$ cat config.mk
export PLATFORM = sky130hd
export DESIGN_NAME = video_timing_gen
export DESIGN_NICKNAME = d
export VERILOG_FILES = /design/src/rtl/video_timing_pkg.sv /design/src/rtl/timing_axis_counter.sv /design/src/rtl/video_timing_gen.sv
export SDC_FILE = /design/constraint.sdc
export NUM_CORES = 1
export LEC_CHECK = 0
export ABC_CLOCK_PERIOD_IN_PS = 2700
export CAP_MARGIN = 25
export CORE_MARGIN = 2
export CORE_UTILIZATION = 55
export CTS_CLUSTER_DIAMETER = 150
export DETAILED_ROUTE_END_ITERATION = 10
export GPL_TIMING_DRIVEN = 1
export HOLD_SLACK_MARGIN = 0.03
export PLACE_DENSITY = 0.79
export SYNTH_ARGS = -nofsm -noshare
export SYNTH_HDL_FRONTEND = slang
export SYNTH_SLANG_ARGS = --single-unit
export TNS_END_PERCENT = 1
$ cat constraint.sdc
create_clock -name pix_clk -period 2.7 [get_ports pix_clk]
set_input_delay 0.54 -clock pix_clk [delete_from_list [all_inputs] [get_ports pix_clk]]
set_output_delay 0.54 -clock pix_clk [all_outputs]
set_load 0.02 [all_outputs]
$ cat src/rtl/video_timing_pkg.sv
// Shared types and constants for the video timing generator: axis state
// encoding, 640x480@60 default timing and the colour-bar table.
package video_timing_pkg;

    localparam int CNT_W         = 12;
    localparam int CNT_MAX_TOTAL = 4096;

    typedef enum logic [1:0] {
        ST_ACT   = 2'd0,
        ST_FRONT = 2'd1,
        ST_SYNC  = 2'd2,
        ST_BACK  = 2'd3
    } axis_state_t;

    // Axis-specific names for the shared encoding
    localparam axis_state_t H_ACT    = ST_ACT;
    localparam axis_state_t H_FRONT  = ST_FRONT;
    localparam axis_state_t H_SYNC_S = ST_SYNC;
    localparam axis_state_t H_BACK   = ST_BACK;
    localparam axis_state_t V_ACT    = ST_ACT;
    localparam axis_state_t V_FRONT  = ST_FRONT;
    localparam axis_state_t V_SYNC_S = ST_SYNC;
    localparam axis_state_t V_BACK   = ST_BACK;

    localparam int DEF_H_ACTIVE = 640;
    localparam int DEF_H_FP     = 16;
    localparam int DEF_H_SYNC   = 96;
    localparam int DEF_H_BP     = 48;
    localparam int DEF_V_ACTIVE = 480;
    localparam int DEF_V_FP     = 10;
    localparam int DEF_V_SYNC   = 2;
    localparam int DEF_V_BP     = 33;

    // Index 0 is the leftmost bar
    localparam logic [0:7][23:0] BAR_COLORS = {
        24'hFFFFFF, 24'hFFFF00, 24'h00FFFF, 24'h00FF00,
        24'hFF00FF, 24'hFF0000, 24'h0000FF, 24'h000000
    };

endpackage

$ cat src/rtl/timing_axis_counter.sv
// One timing axis: wrapping position counter plus active/front/sync/back
// state decode. The state moves in step with the counter.
module timing_axis_counter
    import video_timing_pkg::*;
#(
    parameter int ACTIVE = DEF_H_ACTIVE,
    parameter int FP     = DEF_H_FP,
    parameter int SYNC   = DEF_H_SYNC,
    parameter int BP     = DEF_H_BP
) (
    input  logic             clk,
    input  logic             rst,
    input  logic             step,
    output logic [CNT_W-1:0] cnt,
    output logic             wrap,
    output axis_state_t      state
);

    localparam int TOTAL = ACTIVE + FP + SYNC + BP;
    localparam logic [CNT_W-1:0] END_ACT  = CNT_W'(ACTIVE - 1);
    localparam logic [CNT_W-1:0] END_FP   = CNT_W'(ACTIVE + FP - 1);
    localparam logic [CNT_W-1:0] END_SYNC = CNT_W'(ACTIVE + FP + SYNC - 1);
    localparam logic [CNT_W-1:0] LAST     = CNT_W'(TOTAL - 1);

    if (TOTAL > CNT_MAX_TOTAL) begin : g_total_check
        $error("timing_axis_counter: total %0d exceeds %0d", TOTAL, CNT_MAX_TOTAL);
    end

    logic [CNT_W-1:0] cnt_nxt;
    axis_state_t      state_nxt;

    assign wrap = step && (cnt == LAST);

    always_ff @(posedge clk) begin
        if (rst) begin
            cnt   <= '0;
            state <= ST_ACT;
        end else begin
            cnt   <= cnt_nxt;
            state <= state_nxt;
        end
    end

    always_comb begin
        cnt_nxt   = cnt;
        state_nxt = state;
        if (step) begin
            cnt_nxt = wrap ? '0 : cnt + 1'b1;
            case (state)
                ST_ACT:   if (cnt == END_ACT)  state_nxt = ST_FRONT;
                ST_FRONT: if (cnt == END_FP)   state_nxt = ST_SYNC;
                ST_SYNC:  if (cnt == END_SYNC) state_nxt = ST_BACK;
                ST_BACK:  if (cnt == LAST)     state_nxt = ST_ACT;
                default:  state_nxt = ST_ACT;
            endcase
        end
    end

endmodule

$ cat src/rtl/video_timing_gen.sv
// Raster timing generator with registered de/sync/coordinate outputs.
// Define TEST_PATTERN_EN to add the 24-bit colour-bar data output.
module video_timing_gen
    import video_timing_pkg::*;
#(
    parameter int H_ACTIVE = DEF_H_ACTIVE,
    parameter int H_FP     = DEF_H_FP,
    parameter int H_SYNC   = DEF_H_SYNC,
    parameter int H_BP     = DEF_H_BP,
    parameter int V_ACTIVE = DEF_V_ACTIVE,
    parameter int V_FP     = DEF_V_FP,
    parameter int V_SYNC   = DEF_V_SYNC,
    parameter int V_BP     = DEF_V_BP,
    parameter bit HS_POL   = 1'b0,
    parameter bit VS_POL   = 1'b0
) (
    input  logic             pix_clk,
    input  logic             rst,
    input  logic             en,
    output logic             de,
    output logic [1:0]       control,
    output logic [CNT_W-1:0] x,
    output logic [CNT_W-1:0] y,
    output logic             frame_start
`ifdef TEST_PATTERN_EN
    ,
    output logic [23:0]      data
`endif
);

    localparam logic [1:0] CTRL_IDLE = {~VS_POL, ~HS_POL};

    logic [CNT_W-1:0] h_cnt, v_cnt;
    logic             h_wrap, v_wrap_unused;
    axis_state_t      h_state, v_state;
    logic             act, hs, vs;

    timing_axis_counter #(
        .ACTIVE(H_ACTIVE), .FP(H_FP), .SYNC(H_SYNC), .BP(H_BP)
    ) u_h (
        .clk(pix_clk), .rst(rst), .step(en),
        .cnt(h_cnt), .wrap(h_wrap), .state(h_state)
    );

    // Vertical axis only advances on the horizontal wrap
    timing_axis_counter #(
        .ACTIVE(V_ACTIVE), .FP(V_FP), .SYNC(V_SYNC), .BP(V_BP)
    ) u_v (
        .clk(pix_clk), .rst(rst), .step(h_wrap),
        .cnt(v_cnt), .wrap(v_wrap_unused), .state(v_state)
    );

    assign act = (h_state == H_ACT) && (v_state == V_ACT);
    assign hs  = (h_state == H_SYNC_S) ^ ~HS_POL;
    assign vs  = (v_state == V_SYNC_S) ^ ~VS_POL;

    always_ff @(posedge pix_clk) begin
        if (rst) begin
            de          <= 1'b0;
            control     <= CTRL_IDLE;
            x           <= '0;
            y           <= '0;
            frame_start <= 1'b0;
        end else if (en) begin
            de          <= act;
            control     <= {vs, hs};
            frame_start <= act && (h_cnt == '0) && (v_cnt == '0);
            if (act) begin
                x <= h_cnt;
                y <= v_cnt;
            end
        end else begin
            frame_start <= 1'b0;
        end
    end

`ifdef TEST_PATTERN_EN
    localparam int BAR_W = (H_ACTIVE / 8 > 0) ? H_ACTIVE / 8 : 1;

    logic [CNT_W-1:0] bar_idx;
    logic [23:0]      bar_color;

    always_comb begin
        bar_idx   = h_cnt / CNT_W'(BAR_W);
        bar_color = (bar_idx > CNT_W'(7)) ? BAR_COLORS[7] : BAR_COLORS[bar_idx[2:0]];
    end

    always_ff @(posedge pix_clk) begin
        if (rst)     data <= '0;
        else if (en) data <= act ? bar_color : 24'h000000;
    end
`endif

endmodule
After elaboration in Yosys (flattened, before gate mapping)
Index checks and enable logic that the tools add are counted.
{"block": "classes", "add_sub_neg": 2, "n_eq_ne": 22, "mux": 12, "bitwise_logic": 3, "reduce_logical": 13}
{"operator": "12-bit by 10-bit equality test with 1-bit output (second input constant)", "n": 5}
{"operator": "12-bit by 9-bit equality test with 1-bit output (second input constant)", "n": 3}
{"operator": "12-bit by 1-bit adder with 12-bit output (second input constant)", "n": 2}
{"operator": "12-bit logical NOT", "n": 2}
{"operator": "12-bit 2-to-1 mux", "n": 2}
{"operator": "2-bit 2-to-1 mux", "n": 8}
{"operator": "2-bit by 1-bit inequality test with 1-bit output (second input constant)", "n": 8}
{"operator": "2-bit one-hot mux with 4 select lines", "n": 2}
{"operator": "5-bit AND reduction", "n": 2}
{"operator": "2-bit equality test (second input constant)", "n": 4}
{"operator": "1-bit logical AND", "n": 5}
{"operator": "2-bit by 1-bit equality test with 1-bit output (second input constant)", "n": 2}
{"operator": "2-bit logical NOT", "n": 2}
{"operator": "1-bit inverter", "n": 3}
{"operator": "2-bit AND reduction", "n": 1}
{"operator": "2-bit OR reduction", "n": 1}
{"block": "totals", "reg_bits": 56, "inputBits": 3, "output_inout_bits": 28}

Longest topological paths before layout
Gate-level depths: netlist of run 1.
{"block": "depth", "depth_word": 4, "mapped_depth": 7, "ltp_nobuf": 7}

Modules after synthesis
Synthesis of run 1 repeated with hierarchy kept, for this count alone.
{"block": "hier_totals", "hier_cells": 321, "area_unflattened_um2": 2846.5}
{"module": "video_timing_gen", "instances": 1, "cells_each": 134, "area_per_inst_um2": 1128.6}
{"module": "timing_axis_counter (u_v)", "instances": 1, "cells_each": 97, "area_per_inst_um2": 890.9}
{"module": "timing_axis_counter (u_h)", "instances": 1, "cells_each": 90, "area_per_inst_um2": 827.0}

Worst setup path after synthesis of run 1
OpenSTA, ideal clock, no wires.
{"block": "synth_path", "path_type": "register to register", "from": "register u_h.cnt[7]", "to": "register u_h.state[0]", "setup_time_ns": 0.088, "arrival_time_ns": 1.912, "required_ns": 2.612, "setup_slack_ns": 0.700, "stages_incl_launch_ff": 6, "path_buffers": 0, "cell_sequence": "dfxtp_1 > or4b_4 > or4_4 > a21oi_4 > a21oi_1 > a311oi_2"}
{"block": "synth_between", "elab_chain_cells": 3, "word_cells_on_any_way": 9, "cone_classes": "eq/ne (8); reduce/logical (1)"}
{"element": "from (decl)", "line": "timing_axis_counter.sv:14", "rtl": "output logic [CNT_W-1:0] cnt,"}
{"element": "from (signal assigned)", "line": "timing_axis_counter.sv:39", "rtl": "cnt <= cnt_nxt;"}
{"element": "12-bit by 10-bit equality test with 1-bit output, on equally long branches"}
{"element": "2-bit by 1-bit inequality test with 1-bit output (no line)"}
{"element": "5-bit AND reduction (no line) *"}
{"element": "to (signal assigned)", "line": "timing_axis_counter.sv:40", "rtl": "state <= state_nxt;"}
{"element": "to (decl)", "line": "timing_axis_counter.sv:16", "rtl": "output axis_state_t state"}
Every way passes the cells marked *; elsewhere a longest branch is shown, timed or not.
A chain may end at the register's enable or synchronous reset.

Worst setup path after layout of run 1
Same ends and word-level chain as after synthesis.

==> results of run 1 <==
## cell usage after synthesis (all sizes together)
library cell   n
a2111oi        1
nand2b         5
o41ai          2
or3b           1
nor4           5
nor2b          1
and4           2
and3           7
a21boi         1
nand2         63
a311oi         1
nand3         12
xnor2          5
o21ai          2
clkbuf        17
a31oi          1
xor2          17
inv           12
o221a          1
nand4bb        1
buf            1
o21bai         2
nor4b          1
ha            14
dfxtp         56
or4            1
a21o           1
nor3b          1
a21oi         31
or3            1
or4b           1
or2            1
nor2          31
mux2i          2
nor3           5
nand4         10
## through the flow
step,hold WS [ns],std cells
6_report,0.4560,397
5_1_grt,0.4762,397
4_1_cts,0.4601,397
3_5_place_dp,0.4460,389
3_3_place_gp,0.4434,389
2_1_floorplan,0.4637,316
## power by group through the flow
stage | Clock (mW) | Sequential, mW | Combinational [mW]
after global placement | 0 | 0.858 | 0.0727
final | 0.474 | 0.839 | 0.0725
after CTS | 0.490 | 0.839 | 0.0733
after detailed placement | 0 | 0.858 | 0.0729
after global routing | 0.518 | 0.840 | 0.0816
after floorplan | 0 | 0.861 | 0.0416
## cell families (layout without fill, tap and decap cells)
group	count (synthesis)	count (layout)	share of synthesized area [%]
mux	2	2	0.7670
xor+xnor	22	22	7.382
simple gates	149	149	27.42
flops	56	56	42.95
fa+ha+maj	14	14	6.711
buf+inv	30	57	4.362
compound gates	43	43	10.40
## worst min-delay path: stages (launching register included)
cell and delay (ns):
dfxtp_1 0.32, nand2_1 0.05, a21oi_1 0.05
## area by class of cell
| cell class | count | area share [%] |
|---|---|---|
| flip-flops and latches | 56 | 36.66 |
| clock inverters | 2 | 0.4501 |
| inverters | 12 | 1.473 |
| multi-input cells | 230 | 44.97 |
| clock buffers | 6 | 2.700 |
| well taps | 54 | 2.209 |
| repair buffers | 37 | 11.54 |
## sequential cells by signal, summed over array words and instances (netlist names)
| register | cells |
|---|---|
| control | 2 |
| de | 1 |
| frame_start | 1 |
| u_h.cnt | 12 |
| u_h.state | 2 |
| u_v.cnt | 12 |
| u_v.state | 2 |
| x | 12 |
| y | 12 |
## routing by layer
layer,vias to the layer above,track usage (%)
met3,2,3.729
met5,-,0
met4,0,3.498
li1,1104,-
met2,42,34.85
met1,1013,29.77
## worst max-delay path by stage
stage / from / endpoint / slack (ns) / cells past startpoint
final: u_h.cnt[7] / u_h.state[0] / 0.60 / 5
after global routing: u_v.cnt[0] / u_v.state[1] / 0.40 / 6
after CTS: u_h.cnt[7] / u_h.state[0] / 0.59 / 5
after detailed placement: u_h.cnt[7] / u_h.state[0] / 0.62 / 5
after global placement: u_h.cnt[7] / u_h.state[0] / 0.66 / 5
after floorplan: u_h.cnt[7] / u_h.state[0] / 0.70 / 5
==> flow_summary_export.csv, run 1 <==
group,metric,value,unit
outcome,status,"finished clean",
floorplanning,die_w,72.89,microns
min_path,hold_class,"reg -> reg",
logic_synthesis,synth.area.top_cells,"dfxtp_1 (43%), nand2_1 (9.1%), ha_1 (6.7%), a21oi_1 (5.8%), xor2_1 (5.7%)",
route,drt-vias-per-instance,5.443,
logic_synthesis,syn-instance-count,316,
clock_network,cts_setup_buffers,0,
floorplanning,dieArea,5312,sq um
global_route,grt_pass1_vias,1955,
route,drt_wl_total,5239,microns
timing,fin_crit_sh,77.92,%
worst_setup_path,endpoint_kind,"register",
worst_setup_path,critPathBufInv,0,
worst_setup_path,rr_endpoint,"u_h.state[0]",
min_path,hold_end,"y[8]",
cells_and_area,final_cell_mix,"nand2_1 (63), dfxtp_1 (56), nor2_1 (31)",
floorplanning,io_pins,31,
route,dr.pass1.iters,4,
power_and_ir_drop,seqPwrFrac,60.5,%
clock_network,numCtsBuffers,5,
placement,hpwlAfterDp,3746,microns
logic_synthesis,yosys.area.top_type,"dfxtp_1",
timing,fin_tns_setup,0,ns
power_and_ir_drop,p_leak,1.082,nW
floorplanning,initial_core_util,56.00,%
route,first_iter_violations,121,
worst_setup_path,max_stage_delay,0.58,ns
global_route,antenna_found_initial,0,
power_and_ir_drop,vdd_drop_max,275.3,uV
logic_synthesis,synth-seq-cells,56,
clock_network,hold_buffers,0,
min_path,whs_path_depth,2,
cells_and_area,finalInstanceArea,3058,sq um
logic_synthesis,synth_area,2610,sq um
timing,rsz0062_at_grt,"no",
worst_setup_path,critPathKind,"reg -> reg",
route,routed.top_layer,"met4",
power_and_ir_drop,p_per_area,453.1,nW/um^2
worst_setup_path,path_delay_family,"simple AND/OR/NAND/NOR gates",
cells_and_area,seq_area,1121,sq um
logic_synthesis,synth-seq-area-share,42.95,%
power_and_ir_drop,power_frac_clock,34.2,%
route,dr_wl_met2,2501,microns
worst_setup_path,cp-start-kind,"register",
floorplanning,num_rows,25,
timing,finalHoldViolCount,0,
global_route,grt_max_degree,27,
worst_setup_path,crit_slowest_cell,"or4b_4",
timing,max_clock_freq,475.3,MHz
timing,slew_headroom,71.56,%
timing,clock_skew,0.006015,ns
clock_network,htreeDepth,2,
placement,gp_congestion,0.8725,
min_path,min-delay-start,"y[8]",
logic_synthesis,ys_warn_count,0,
route,wl_met1,2539,microns
cells_and_area,final_common_cell,"nand2_1",
cells_and_area,synthToLayoutAreaGrowth,17.16,%
power_and_ir_drop,switching_share,22.80,%
cells_and_area,final_core_util,65.61,%
clock_network,cts.sinks,56,
timing,finalSetupViolations,0,
worst_setup_path,crit_chain,"or4b_4, or4_4, a21oi_4, a21oi_1, a311oi_2",
floorplanning,core,4661,sq um
worst_setup_path,rr_worst_depth,5,
power_and_ir_drop,total_power,1.385,mW
logic_synthesis,syn-num-nets,333,
placement,portBuffers,30,
clock_network,clock_latency,0.30,ns
timing,worst_slew_pin_slew,0.4228,ns
worst_setup_path,cp_max_fo,6,
timing,slew_violations,0,
timing,period_needed,2.104,ns
route,drc,0,
placement,pre_cts_ws,0.6180,ns
power_and_ir_drop,combPwrFrac,5.2,%
worst_setup_path,arrival,2.33,ns
clock_network,ctsResizeCount,0,
global_route,grt_pass1_wl,9039,microns
route,routedWlPerCell,13.20,microns
cells_and_area,drive_above_1_share,6.997,%
global_route,grt_util_all_layers,21.21,%
timing,setup_ws,0.5962,ns
cells_and_area,nets,359,
cells_and_area,fillers,421,
route,vias,2161,
power_and_ir_drop,power.internal,1.070,mW
logic_synthesis,synth.distinct_cells,39,
floorplanning,die_h,72.89,microns
clock_network,cts_root_buf,"clkbuf_8",
power_and_ir_drop,p_sw,315.9,uW
logic_synthesis,yosysTopAreaCellShare,42.95,%
clock_network,cts_tree,"yes",
placement,placed_area,2962,sq um
logic_synthesis,avgSynthCellArea,8.260,sq um
worst_setup_path,r2r-start,"u_h.cnt[7]",
cells_and_area,antennaDiodeCount,0,
worst_setup_path,cp_data_required_time,2.92,ns
route,detail-route-antenna-nets,0,
cells_and_area,multiInputGateArea,1375,sq um
worst_setup_path,r2r_setup_slack,0.60,ns
job,cap_viol_max_count,0,
global_route,grt.overflow.total,0,
clock_network,cts_buffer_depth,2,
route,wl_met3,185,microns
clock_network,clk_pin_slew,0.10,ns
Power figures use the tool's default switching activity.
==> run 2: changes to the inputs <==
--- a/config.mk
+++ b/config.mk
@@ -5,7 +5,7 @@
 export SDC_FILE = /design/constraint.sdc
 export NUM_CORES = 1
 export LEC_CHECK = 0
-export ABC_CLOCK_PERIOD_IN_PS = 2700
+export ABC_CLOCK_PERIOD_IN_PS = 2100
 export CAP_MARGIN = 25
 export CORE_MARGIN = 2
 export CORE_UTILIZATION = 55
==> constraint.sdc (replaced) <==
create_clock -name pix_clk -period 2.1 [get_ports pix_clk]
set_input_delay 0.42 -clock pix_clk [delete_from_list [all_inputs] [get_ports pix_clk]]
set_output_delay 0.42 -clock pix_clk [all_outputs]
set_load 0.02 [all_outputs]
==> run 2 against run 1 <==
Net effect:
- register-to-register slack got worse by 0.53 ns
- utilization is 4.1 points higher
- final cell count increased by 4.8%
- final area increased by 6.2%
- first-iteration DRC count grew 12%
- combinational power grew 52%
- sequential cell count did not move
- via count up 5.4%
- die area unchanged
- critical path type unchanged
- largest cell class unchanged
- highest routed layer unchanged
==> flow_summary_export.csv, run 2 (synthesized netlist as in run 1, its figures left out) <==
group,metric,value,unit
placement,portBuffers,30,
global_route,grt_util_all_layers,23.70,%
timing,clock_skew,0.007378,ns
route,detail-route-antenna-nets,0,
outcome,status,"finished clean",
worst_setup_path,crit_chain,"or4b_4, or4_4, a21oi_4, a21oi_1, a311oi_2",
power_and_ir_drop,power.internal,1.474,mW
power_and_ir_drop,p_sw,429.1,uW
timing,slew_headroom,66.25,%
cells_and_area,fillers,386,
cells_and_area,drive_above_1_share,12.15,%
clock_network,cts_root_buf,"clkbuf_8",
clock_network,cts_tree,"yes",
worst_setup_path,cp_max_fo,4,
cells_and_area,final_core_util,69.69,%
floorplanning,core,4661,sq um
cells_and_area,synthToLayoutAreaGrowth,24.45,%
timing,worst_slew_pin_slew,0.5017,ns
worst_setup_path,max_stage_delay,0.56,ns
clock_network,clock_latency,0.31,ns
global_route,grt.overflow.total,0,
floorplanning,die_h,72.89,microns
power_and_ir_drop,vdd_drop_max,331.5,uV
route,dr.pass1.iters,4,
floorplanning,num_rows,25,
job,cap_viol_max_count,0,
placement,dp_cells,408,
min_path,whs_path_depth,2,
power_and_ir_drop,seqPwrFrac,56.5,%
worst_setup_path,r2r_setup_slack,0.07,ns
worst_setup_path,rr_worst_depth,5,
placement,gp_congestion,0.8764,
cells_and_area,final_common_cell,"nand2_1",
min_path,hold_class,"reg -> reg",
route,vias,2278,
timing,finalHoldViolCount,0,
global_route,grt_max_degree,27,
route,first_iter_violations,136,
worst_setup_path,critPathBufInv,0,
worst_setup_path,endpoint_kind,"register",
clock_network,numCtsBuffers,5,
timing,fin_tns_setup,0,ns
floorplanning,die_w,72.89,microns
timing,rsz0062_at_grt,"no",
route,routedWlPerCell,14.47,microns
power_and_ir_drop,switching_share,22.55,%
cells_and_area,layout.cells.non_filler,416,
clock_network,clk_pin_slew,0.10,ns
cells_and_area,antennaDiodeCount,0,
power_and_ir_drop,p_per_area,585.8,nW/um^2
clock_network,cts.sinks,56,
floorplanning,dieArea,5312,sq um
worst_setup_path,cp_data_required_time,2.34,ns
power_and_ir_drop,power_frac_clock,37.7,%
route,drt_wl_total,6021,microns
timing,finalSetupViolations,0,
route,drt-vias-per-instance,5.476,
worst_setup_path,crit_slowest_cell,"or4b_4",
worst_setup_path,r2r-start,"u_h.cnt[7]",
worst_setup_path,path_delay_family,"simple AND/OR/NAND/NOR gates",
worst_setup_path,rr_endpoint,"u_h.state[0]",
worst_setup_path,critPathKind,"reg -> reg",
cells_and_area,nets,378,
min_path,min-delay-start,"y[5]",
global_route,grt_pass1_vias,2142,
worst_setup_path,cp-start-kind,"register",
timing,max_clock_freq,491.4,MHz
min_path,hold_end,"y[5]",
power_and_ir_drop,combPwrFrac,5.8,%
clock_network,htreeDepth,2,
clock_network,hold_buffers,0,
timing,period_needed,2.035,ns
power_and_ir_drop,p_leak,1.196,nW
placement,hpwlAfterDp,4289,microns
worst_setup_path,arrival,2.27,ns
cells_and_area,final_cell_mix,"nand2_1 (63), dfxtp_1 (55), nor2_1 (31)",
timing,fin_crit_sh,96.90,%
timing,slew_violations,0,
global_route,grt_pass1_wl,9798,microns
clock_network,cts_buffer_depth,2,
floorplanning,io_pins,31,
global_route,antenna_found_initial,0,
floorplanning,initial_core_util,56.00,%
route,drc,0,
-- run 2: worst register-to-register path: cells and delay by family (launching register included) --
family | cells | cell delay, ns
simple gates | 2 | 1.10
compound gates | 3 | 0.53
flops | 1 | 0.32
-- run 2: how the worst max path moves through the flow --
| stage | startpoint | endpoint | depth (start not counted) |
|---|---|---|---|
| 6_report | u_h.cnt[7] | u_h.state[0] | 5 |
| 4_1_cts | u_h.cnt[7] | u_h.state[0] | 5 |
| 3_5_place_dp | u_v.cnt[0] | u_v.state[0] | 6 |
| 3_3_place_gp | u_h.cnt[7] | u_h.state[0] | 5 |
| 5_1_grt | u_h.cnt[7] | u_h.state[0] | 5 |
| 2_1_floorplan | u_h.cnt[7] | u_h.state[0] | 5 |
-- run 2: layout make-up --
type | instances | area [sq um] | area share, %
Tap cell | 54 | 67.56 | 2.080
Multi-Input combinational cell | 230 | 1394 | 42.91
Clock buffer | 6 | 72.57 | 2.234
Clock inverter | 2 | 38.79 | 1.194
Sequential cell | 56 | 1122 | 34.55
Timing Repair Buffer | 56 | 508.0 | 15.64
Inverter | 12 | 45.04 | 1.387
-- run 2: stage by stage --
step                      setup slack [ns]  hold slack [ns]  instance area, sq um  total power, mW
after floorplan                     0.1003           0.4637                  2610            1.160
after global placement              0.1276           0.4429                  3117            1.208
after detailed placement           0.08136           0.4472                  3117            1.209
after CTS                          0.06488           0.4610                  3228            1.910
after global routing              0.004313           0.4757                  3248            1.960
final                              0.06510           0.4577                  3248            1.903
-- run 2: layer usage --
| metal | part of all wire (%) | up-vias | track usage [%] |
|---|---|---|---|
| li1 | - | 1146 | - |
| met1 | 45 | 1073 | 30.47 |
| met2 | 49 | 53 | 40.20 |
| met3 | 4.0 | 6 | 4.144 |
| met4 | 1.2 | 0 | 8.025 |
| met5 | 0 | - | 0 |
-- run 2: repair_timing --
action	CTS	global route
setup buffers	0	0
resized for setup	0	3
hold endpoints to repair	0	0
setup endpoints to repair	0	2
-- run 2: power groups by stage --
stage / clock network (mW) / logic [mW] / registers [mW]
5_1_grt: 0.765 / 0.119 / 1.08
3_3_place_gp: 0 / 0.109 / 1.10
3_5_place_dp: 0 / 0.110 / 1.10
2_1_floorplan: 0 / 0.0535 / 1.11
6_report: 0.718 / 0.110 / 1.07
4_1_cts: 0.725 / 0.110 / 1.07
==> run 3: changes to the inputs <==
--- a/config.mk
+++ b/config.mk
@@ -5,7 +5,7 @@
 export SDC_FILE = /design/constraint.sdc
 export NUM_CORES = 1
 export LEC_CHECK = 0
-export ABC_CLOCK_PERIOD_IN_PS = 2100
+export ABC_CLOCK_PERIOD_IN_PS = 1900
 export CAP_MARGIN = 25
 export CORE_MARGIN = 2
 export CORE_UTILIZATION = 55
==> constraint.sdc (replaced) <==
create_clock -name pix_clk -period 1.9 [get_ports pix_clk]
set_input_delay 0.38 -clock pix_clk [delete_from_list [all_inputs] [get_ports pix_clk]]
set_output_delay 0.38 -clock pix_clk [all_outputs]
set_load 0.01 [all_outputs]
==> run 3 against run 2 <==
Net effect:
- the run now ends with negative setup slack left
- sequential power is 10% higher
- register-to-register slack worse by 0.09 ns
- die area stayed put
- combinational power is 11% higher
- critical endpoint is now u_h.state[1]
==> flow_summary_export.csv, run 3 (synthesized netlist as in run 1, its figures left out) <==
group,metric,value,unit
timing,worst_slew_pin_slew,0.4499,ns
job,cap_viol_max_count,0,
cells_and_area,antennaDiodeCount,0,
route,detail-route-antenna-nets,0,
timing,slew_violations,0,
route,dr_wl_met2,3114,microns
timing,whs,0.4583,ns
clock_network,numCtsBuffers,5,
floorplanning,io_pins,31,
timing,period_needed,1.923,ns
placement,dp_cells,423,
cells_and_area,finalInstanceArea,3430,sq um
placement,portBuffers,30,
route,routedWlPerCell,14.67,microns
cells_and_area,drive_above_1_share,19.53,%
route,drc,0,
outcome,status,"finished, violations left",
worst_setup_path,cp-start-kind,"register",
floorplanning,dieArea,5312,sq um
timing,finalSetupViolations,2,
global_route,grt.overflow.total,0,
cells_and_area,layout.cells.non_filler,433,
route,drt-vias-per-instance,5.446,
worst_setup_path,crit_chain,"or4b_4, or4_4, a21oi_4, buf_4, nand3_1, a21oi_2",
cells_and_area,final_common_cell,"nand2_1",
worst_setup_path,path_delay_family,"simple AND/OR/NAND/NOR gates",
cells_and_area,nets,395,
placement,placed_area,3229,sq um
worst_setup_path,cp_max_fo,3,
timing,clock_skew,0.006113,ns
route,vias,2358,
worst_setup_path,endpoint_kind,"register",
global_route,grt_max_degree,27,
floorplanning,die_h,72.89,microns
global_route,antenna_found_initial,0,
cells_and_area,synthToLayoutAreaGrowth,31.40,%
timing,finalHoldViolCount,0,
floorplanning,core,4661,sq um
worst_setup_path,critPathBufInv,1,
route,first_iter_violations,168,
timing,max_clock_freq,519.9,MHz
global_route,grt_util_all_layers,25.31,%
cells_and_area,final_cell_mix,"nand2_1 (62), dfxtp_1 (51), buf_4 (42)",
power_and_ir_drop,p_per_area,586.3,nW/um^2
clock_network,cts.sinks,56,
placement,gp_congestion,0.9496,
power_and_ir_drop,p_leak,1.294,nW
route,routed.top_layer,"met4",
worst_setup_path,cp_data_required_time,2.17,ns
route,dr.pass1.iters,4,
floorplanning,die_w,72.89,microns
clock_network,cts_buffer_depth,2,
outcome,failed_checks,"negative setup slack",
route,wl_met1,2853,microns
route,drt_wl_total,6350,microns
worst_setup_path,max_stage_delay,0.57,ns
power_and_ir_drop,vdd_drop_max,458.4,uV
placement,hpwlAfterDp,4524,microns
worst_setup_path,critPathKind,"reg -> reg",
clock_network,clk_pin_slew,0.11,ns
worst_setup_path,arrival,2.19,ns
timing,fin_crit_sh,101.2,%
timing,slew_headroom,69.73,%
worst_setup_path,crit_slowest_cell,"or4b_4",
route,wl_met3,276,microns
clock_network,clock_latency,0.33,ns
floorplanning,num_rows,25,
clock_network,htreeDepth,2,
clock_network,cts_tree,"yes",
clock_network,cts_root_buf,"clkbuf_8",
floorplanning,initial_core_util,56.00,%
global_route,grt_pass1_vias,2256,
min_path,hold_class,"reg -> reg",
global_route,grt_pass1_wl,10340,microns
timing,setup_ws,-0.02343,ns
timing,rsz0062_at_grt,"yes",
[run 3: cell type report]
type | instances | area (sq um)
inverters | 12 | 45.04
repair buffers | 73 | 635.6
fillers | 358 | 1231
clock buffers | 5 | 68.82
clock inverters | 3 | 27.53
well taps | 54 | 67.56
flip-flops and latches | 56 | 1132
multi-input cells | 230 | 1453
[run 3: worst reg2reg max path, stage by stage, from the launching register on]
cell	delay, ns
dfxtp_1	0.33
or4b_4	0.57
or4_4	0.45
a21oi_4	0.16
buf_4	0.14
nand3_1	0.09
a21oi_2	0.12
[run 3: worst paths after layout]
kind	start	slack (ns)	depth (start not counted)	to
min	y[0]	0.46	2	y[0]
max	u_h.cnt[10]	-0.02	6	u_h.state[1]
max reg2reg	u_h.cnt[10]	-0.02	6	u_h.state[1]
min reg2reg	y[0]	0.46	2	y[0]
[run 3: report_power, final]
group | total, mW | internal [mW] | switching, mW
Clock | 0.704 | 0.272 | 0.432
Combinational | 0.122 | 0.0510 | 0.0713
Sequential | 1.18 | 1.18 | 0.00457
Total | 2.01 | 1.50 | 0.508
[run 3: metal layers]
metal / track usage (%) / vias up
met5: 0 / -
met4: 11.93 / 0
met3: 4.972 / 10
met2: 41.41 / 63
met1: 32.06 / 1107
li1: - / 1178
[run 3: per-stage QoR]
stage                     worst slack (ns)  total power, mW  util, %  setup TNS (ns)
after floorplan                    0.02137            1.278        -               0
after global placement             0.01022            1.334    69.29               0
after detailed placement          -0.08333            1.334    69.29         -0.1572
after CTS                        -0.009253            2.004    72.13       -0.009253
after global routing              -0.08018            2.055    73.58         -0.2838
final                             -0.02343            2.011    73.58        -0.02640
[run 3: timing repair]
action / CTS / global route
endpoints found under the hold margin: 0 / 0
buffers inserted: 0 / 2
hold buffers: 0 / 0
endpoints found under the setup margin: 3 / 14
pin swaps: 4 / 5
resized for setup: 6 / 14
